===== config.mk =====
export PLATFORM = sky130hd
export DESIGN_NAME = gpr_writeback_arbiter
export DESIGN_NICKNAME = d
export VERILOG_FILES = /design/src/rtl/gpr_writeback_arbiter.sv
export SDC_FILE = /design/constraint.sdc
export NUM_CORES = 1
export LEC_CHECK = 0
export CAP_MARGIN = 25
export CORE_MARGIN = 3
export CORE_UTILIZATION = 45
export CTS_BUF_LIST = sky130_fd_sc_hd__clkbuf_8
export DETAILED_ROUTE_END_ITERATION = 8
export GPL_ROUTABILITY_DRIVEN = 1
export PLACE_DENSITY = 0.76
export SLEW_MARGIN = 20
export SYNTH_ARGS = -nofsm -noshare
export SYNTH_HDL_FRONTEND = slang
export SYNTH_SLANG_ARGS = --single-unit

===== constraint.sdc =====
create_clock -name clk -period 7.9 [get_ports clk]
set_clock_uncertainty 0.15 [all_clocks]
set_input_delay 0.79 -clock clk [delete_from_list [all_inputs] [get_ports clk]]
set_output_delay 0.79 -clock clk [all_outputs]
set_load 0.02 [all_outputs]

===== src/rtl/gpr_writeback_arbiter.sv =====
// gpr_writeback_arbiter: round-robin ALU/MEM/MDU arbiter feeding an in-order FIFO that drives the GPR write port (forwarding: WB_FORWARD_EN).
// Latency: accept at edge N -> rf_write_enable in cycle N+1; backpressure: ready drops when full without a pop, wb_stall holds the drain.
module gpr_writeback_arbiter #(
   parameter int DATA_W     = 32,
   parameter int ADDR_W     = 5,
   parameter int FIFO_DEPTH = 4
) (
   input  logic                          clk,
   input  logic                          reset,
   input  logic                          alu_valid,
   input  logic [ADDR_W-1:0]             alu_addr,
   input  logic [DATA_W-1:0]             alu_data,
   output logic                          alu_ready,
   input  logic                          mem_valid,
   input  logic [ADDR_W-1:0]             mem_addr,
   input  logic [DATA_W-1:0]             mem_data,
   output logic                          mem_ready,
   input  logic                          mdu_valid,
   input  logic [ADDR_W-1:0]             mdu_addr,
   input  logic [DATA_W-1:0]             mdu_data,
   output logic                          mdu_ready,
   input  logic                          wb_stall,
   output logic                          rf_write_enable,
   output logic [ADDR_W-1:0]             rf_write,
   output logic [DATA_W-1:0]             rf_write_data,
   output logic [$clog2(FIFO_DEPTH):0]   pending_count,
   input  logic [ADDR_W-1:0]             fwd_addr,
   output logic                          fwd_hit,
   output logic [DATA_W-1:0]             fwd_data
);

   localparam int PTR_W = $clog2(FIFO_DEPTH);
   localparam int CNT_W = PTR_W + 1;

   typedef struct packed {
      logic [ADDR_W-1:0] addr;
      logic [DATA_W-1:0] data;
   } wb_entry_t;

   wb_entry_t        fifo_q [FIFO_DEPTH];
   wb_entry_t        win_entry;
   wb_entry_t        head;
   logic [PTR_W-1:0] wr_ptr_q, rd_ptr_q;
   logic [CNT_W-1:0] count_q;
   logic [1:0]       rr_q, rr_next;
   logic [2:0]       req_vld, grant, ready;
   logic             empty, full, pop, push, transfer;

   assign req_vld = {mdu_valid, mem_valid, alu_valid};

   // rr_q: 0 = ALU, 1 = MEM, 2 = MDU; first valid source in rotation wins
   always_comb begin
      grant = '0;
      case (rr_q)
         2'd1: begin
            if      (req_vld[1]) grant = 3'b010;
            else if (req_vld[2]) grant = 3'b100;
            else if (req_vld[0]) grant = 3'b001;
         end
         2'd2: begin
            if      (req_vld[2]) grant = 3'b100;
            else if (req_vld[0]) grant = 3'b001;
            else if (req_vld[1]) grant = 3'b010;
         end
         default: begin
            if      (req_vld[0]) grant = 3'b001;
            else if (req_vld[1]) grant = 3'b010;
            else if (req_vld[2]) grant = 3'b100;
         end
      endcase
   end

   always_comb begin
      win_entry = '{addr: alu_addr, data: alu_data};
      rr_next   = 2'd1;
      if (grant[1]) begin
         win_entry = '{addr: mem_addr, data: mem_data};
         rr_next   = 2'd2;
      end else if (grant[2]) begin
         win_entry = '{addr: mdu_addr, data: mdu_data};
         rr_next   = 2'd0;
      end
   end

   assign empty    = (count_q == '0);
   assign full     = (count_q == CNT_W'(FIFO_DEPTH));
   assign pop      = !empty && !wb_stall;
   assign ready    = reset ? 3'b000 : (grant & {3{!full || pop}});
   assign transfer = |ready;
   // r0 writes complete the handshake but are never queued
   assign push     = transfer && (win_entry.addr != '0);

   assign alu_ready = ready[0];
   assign mem_ready = ready[1];
   assign mdu_ready = ready[2];

   always_ff @(posedge clk or posedge reset) begin
      if (reset) begin
         wr_ptr_q <= '0;
         rd_ptr_q <= '0;
         count_q  <= '0;
         rr_q     <= 2'd0;
      end else begin
         if (push)     wr_ptr_q <= wr_ptr_q + 1'b1;
         if (pop)      rd_ptr_q <= rd_ptr_q + 1'b1;
         count_q <= count_q + CNT_W'(push) - CNT_W'(pop);
         if (transfer) rr_q <= rr_next;
      end
   end

   always_ff @(posedge clk) begin
      if (push) fifo_q[wr_ptr_q] <= win_entry;
   end

   assign head            = fifo_q[rd_ptr_q];
   assign rf_write_enable = pop;
   assign rf_write        = empty ? '0 : head.addr;
   assign rf_write_data   = empty ? '0 : head.data;
   assign pending_count   = count_q;

`ifdef WB_FORWARD_EN
   // Walk oldest to youngest so the last match left standing is the youngest
   always_comb begin
      logic [PTR_W-1:0] idx;
      idx      = '0;
      fwd_hit  = 1'b0;
      fwd_data = '0;
      for (int i = 0; i < FIFO_DEPTH; i++) begin
         idx = rd_ptr_q + PTR_W'(i);
         if ((CNT_W'(i) < count_q) && (fwd_addr != '0) && (fifo_q[idx].addr == fwd_addr)) begin
            fwd_hit  = 1'b1;
            fwd_data = fifo_q[idx].data;
         end
      end
   end
`else
   logic unused_fwd_addr;
   assign unused_fwd_addr = ^fwd_addr;
   assign fwd_hit         = 1'b0;
   assign fwd_data        = '0;
`endif

endmodule


### After elaboration in Yosys (flattened, before gate mapping)

Memories as Yosys holds them, arrays and structs flattened.
Cells that the tools add are included.

| operators by class | value |
|---|---|
| bitwise logic cells | 1 |
| equality and inequality tests | 3 |
| multiplexer cells | 19 |
| reduce and logical (&&, ||, !) cells | 9 |
| add/subtract/negate cells | 4 |

Operators with widths:

| cell | number |
|---|---|
| $mux 37 | 2 |
| $mux 32 | 1 |
| $mux 3 | 7 |
| $mux 2 | 3 |
| $pmux 3 s2 | 1 |
| $mux 5 | 1 |
| $reduce_bool 5->1 | 1 |
| $add 2x1->2 const B | 2 |
| $mux 1 | 4 |
| $add 3x1->3 | 1 |
| $and 3x3->3 | 1 |
| $eq 3x3->1 const B | 1 |
| $logic_not 1->1 | 3 |
| $logic_not 3->1 | 1 |
| $reduce_or 3->1 | 1 |
| $sub 3x1->3 | 1 |
| $eq 2x1->1 const B | 1 |
| $eq 2x2->1 const B | 1 |
| $logic_and 1x1->1 | 2 |
| $logic_or 1x1->1 | 1 |

| storage, ports and cells | value |
|---|---|
| register bits | 9 |
| input port bits | 122 |
| bits in writable memories | 148 |
| memories kept | 1 |
| output and inout port bits | 77 |
| logic and storage cells | 41 |

Memory list:

| memory | depth | width | read ports | clocked after memory_dff | wr ports | line | RTL |
|---|---|---|---|---|---|---|---|
| fifo_q | 4 | 37 | 1 | 0 | 1 | 40 | `wb_entry_t fifo_q [FIFO_DEPTH];` |

### Logic depth before layout (Yosys ltp)

| logic depth | value |
|---|---|
| word-level depth | 10 |
| gate-level depth with buffers | 17 |
| mapped depth without buffers | 16 |

### Least setup slack after synthesis

OpenSTA, ideal clock, no wires.

| timing path | value |
|---|---|
| path kind | register to register |
| start point | register rr_q[0] |
| end point | memory fifo_q[0][0] (netlist bit) (enable) |
| arrival | 2.952 ns |
| clock period less this slack | 3.500 ns |
| stages on the path, launching flop included | 10 |
| setup time | 0.398 ns |
| buffers on the path | 0 |
| slack | 4.400 ns |
| data required time | 7.352 ns |
| cells stage by stage | dfrtp_1 inv_1 ha_1 nor2b_4 o21a_1 o21ai_2 nand2_1 a31oi_1 o41a_1 and2_1 |

RTL lines:

| item | line | RTL |
|---|---|---|
| start: declaration | 45 | `logic [1:0] rr_q, rr_next;` |
| start signal: assignment | 107 | `if (transfer) rr_q <= rr_next;` |
| end: declaration | 40 |  |

==> results.cfg <==
[status]
status = finished, final reports clean

[cts]
clock_latency_ps = 420
cts_hold_buffers = 0
cts.repair.resized = 0
clock_sinks = 157
cts-root-buf = clkbuf_8
cts_buffers = 17
cts_tree = done
htreeDepth = 4
clockBufferDepth = 2
clkSlewWorstSetupHoldPaths_ps = 80
cts_setup_buffers = 0

[logic_synthesis]
synth.area.top_cells = edfxtp_1 (62%), mux4_2 (12%), nand2_1 (3.8%)
ys_seq_area_frac = 0.6502
synthCells = 497
synth_top_cell_area_share = 0.6188
synthArstFlopShare = 0.05732
synth-seq-cells = 157
synth_area_um2 = 7182
synth_edf_count = 148
ys.flop_type = edfxtp_1
synth_commonest_cells = edfxtp_1 (148), nand2_1 (72), nor2_1 (44)
synth.distinct_cells = 38
yosysWarnings = 0
yosysTopAreaCell = edfxtp_1
synth.avg_cell_area_um2 = 14.45
synth_most_common_cell = edfxtp_1

[finish]
final_net_count = 787
diodes = 0
finish.utilization = 0.6052
drive_gt1_frac = 0.1334
areaGrowthSynthToFinish_pct = 30.00

[sta]
setup_slack_ps = 3391
rsz0062_at_grt = false
min_period_ps = 4509
tightest_slew_ps = 1014
finalSetupViolations = 0
hold_violations = 0
setup_tns_ps = 0
fmax_mhz = 221.8
post-route-period-util = 0.5707
relSlewSlack = 0.3243
slew_violations = 0

[place]
place_ws_ps = 2875
gp_congestion = 0.8152
dp_hpwl_mm = 9.449
io_buffers = 160

[floorplan]
start_util = 0.4655
rows = 45
core_area_um2 = 15430
die_area_um2 = 17510
die_w_um = 132.3
ioPinCount = 199
die_h_um = 132.3

[global_route]
grt_pass1_vias = 4620
antenna_found_initial = 0
use_met2 = 0.2961
grt_use_met3 = 0.04084
grtUsageTotal = 0.1722
grt_use_met1 = 0.2199
top_usage_layer = met2
grt_pass1_wl_mm = 23.68
grt_max_degree = 77
grt-ovfl-total = 0

[route]
routed-via-count = 4458
viasPerCell = 5.077
drcViolationCount = 0
wirelength_mm = 14.91
wl_per_cell_um = 16.98
antenna_left = 0
detailedRoute.firstPassIterationCount = 4
drt_iter0_markers = 267

[critical_path]
path_max_fanout = 37
critPathKind = primary input to flop
arrival_ps = 4660
cp.required_ps = 8050
worst_setup_path_end_kind = flop
startpoint_type = primary input

[pwr]
power.leakage_nw = 3.247
max-vdd-ir-drop_uv = 236.5
power_density_nw_per_um2 = 370.2

[min_path]
hp-class = flop to flop

[job]
drv_cap = 0
-- flip-flops by register name, indices dropped and copies added, names as in the netlist --
signal,flops
rd_ptr_q,2
rr_q,2
fifo_q,148
pending_count,3
wr_ptr_q,2
-- metrics by stage --
step	instances	instance area (µm²)	hold slack, ps	total power [mW]
5_1_grt	878	9336	440.8	3.665
4_1_cts	873	9199	421.1	3.465
6_report	878	9336	422.5	3.456
3_5_place_dp	843	8860	408.6	2.956
3_3_place_gp	843	8860	379.9	2.886
2_1_floorplan	529	7302	354.9	2.333
-- cell type report --
class                      count  area [µm²]
multi-input combinational    302        2262
tap                          211       264.0
clock buffer                  17       234.0
sequential                   157        4672
timing repair buffer         168        1762
fill                        1198        6091
inverter                      10       37.54
clock inverter                13       105.1
-- power breakdown --
part	internal, mW	switching, mW
registers	1.23	0.126
clock network	0.241	0.271
logic	0.764	0.827
-- layout by cell type, fill, tap and decap left out, drive strengths merged, types with 2 or more instances in the layout --
cell type,synthesis,layout
clkdlybuf4s50,0,160
edfxtp,148,148
nand2,73,73
nor2,44,44
nor2b,40,40
mux4,37,37
a31oi,36,36
conb,1,33
clkbuf,16,17
inv,10,11
dfrtp,9,9
ha,8,8
buf,44,8
clkinv,0,6
clkinvlp,0,5
xnor2,4,4
and2,4,4
a21oi,3,3
o21ai,3,3
o22ai,2,2
o31ai,2,2
o21a,2,2
a31o,2,2
-- per-layer routing --
layer  share of wire  wire length, µm  vias to the layer above
li1                -                -                     2088
met1            0.42             6268                     2193
met2            0.51             7589                      163
met3           0.062              921                       14
met4          0.0087              129                        0
met5               0                0                        -
-- critical path, stage by stage --
cell and delay [ps]:
clkdlybuf4s50_1 490, nor2b_4 210, o21a_1 210, o21a_2 720
nand2_1 110, a31oi_1 480, o41a_1 390, inv_1 90
ha_1 300, inv_1 60, ha_1 130, inv_1 40
fa_1 370, xnor2_1 150, xnor2_1 130
-- path summary, 6_finish.rpt --
kind | startpoint | endpoint | slack, ps | depth (start not counted)
worst max-delay path | alu_valid | pending_count[2] | 3390 | 15
worst min-delay path | rr_q[1] | rr_q[1] | 420 | 2
worst max register to register | rr_q[0] | pending_count[2] | 3390 | 16
worst min register to register | rr_q[1] | rr_q[1] | 420 | 2
max in group asynchronous | reset | rd_ptr_q[0] | 6830 | 2
min in group asynchronous | reset | rr_q[0] | 480 | 2
-- cells by family (layout without fill, tap and decap cells) --
kind of cell	count (synthesis)	after routing	synth area share
simple gates	164	164	0.1040
xor+xnor	5	5	0.006097
buf+inv	70	208	0.05540
compound gates	53	53	0.04896
other cells	1	33	0.0005221
flops	157	157	0.6502
fa+ha+maj	9	9	0.01673
mux	38	38	0.1181
Power figures use the tool's default switching activity.
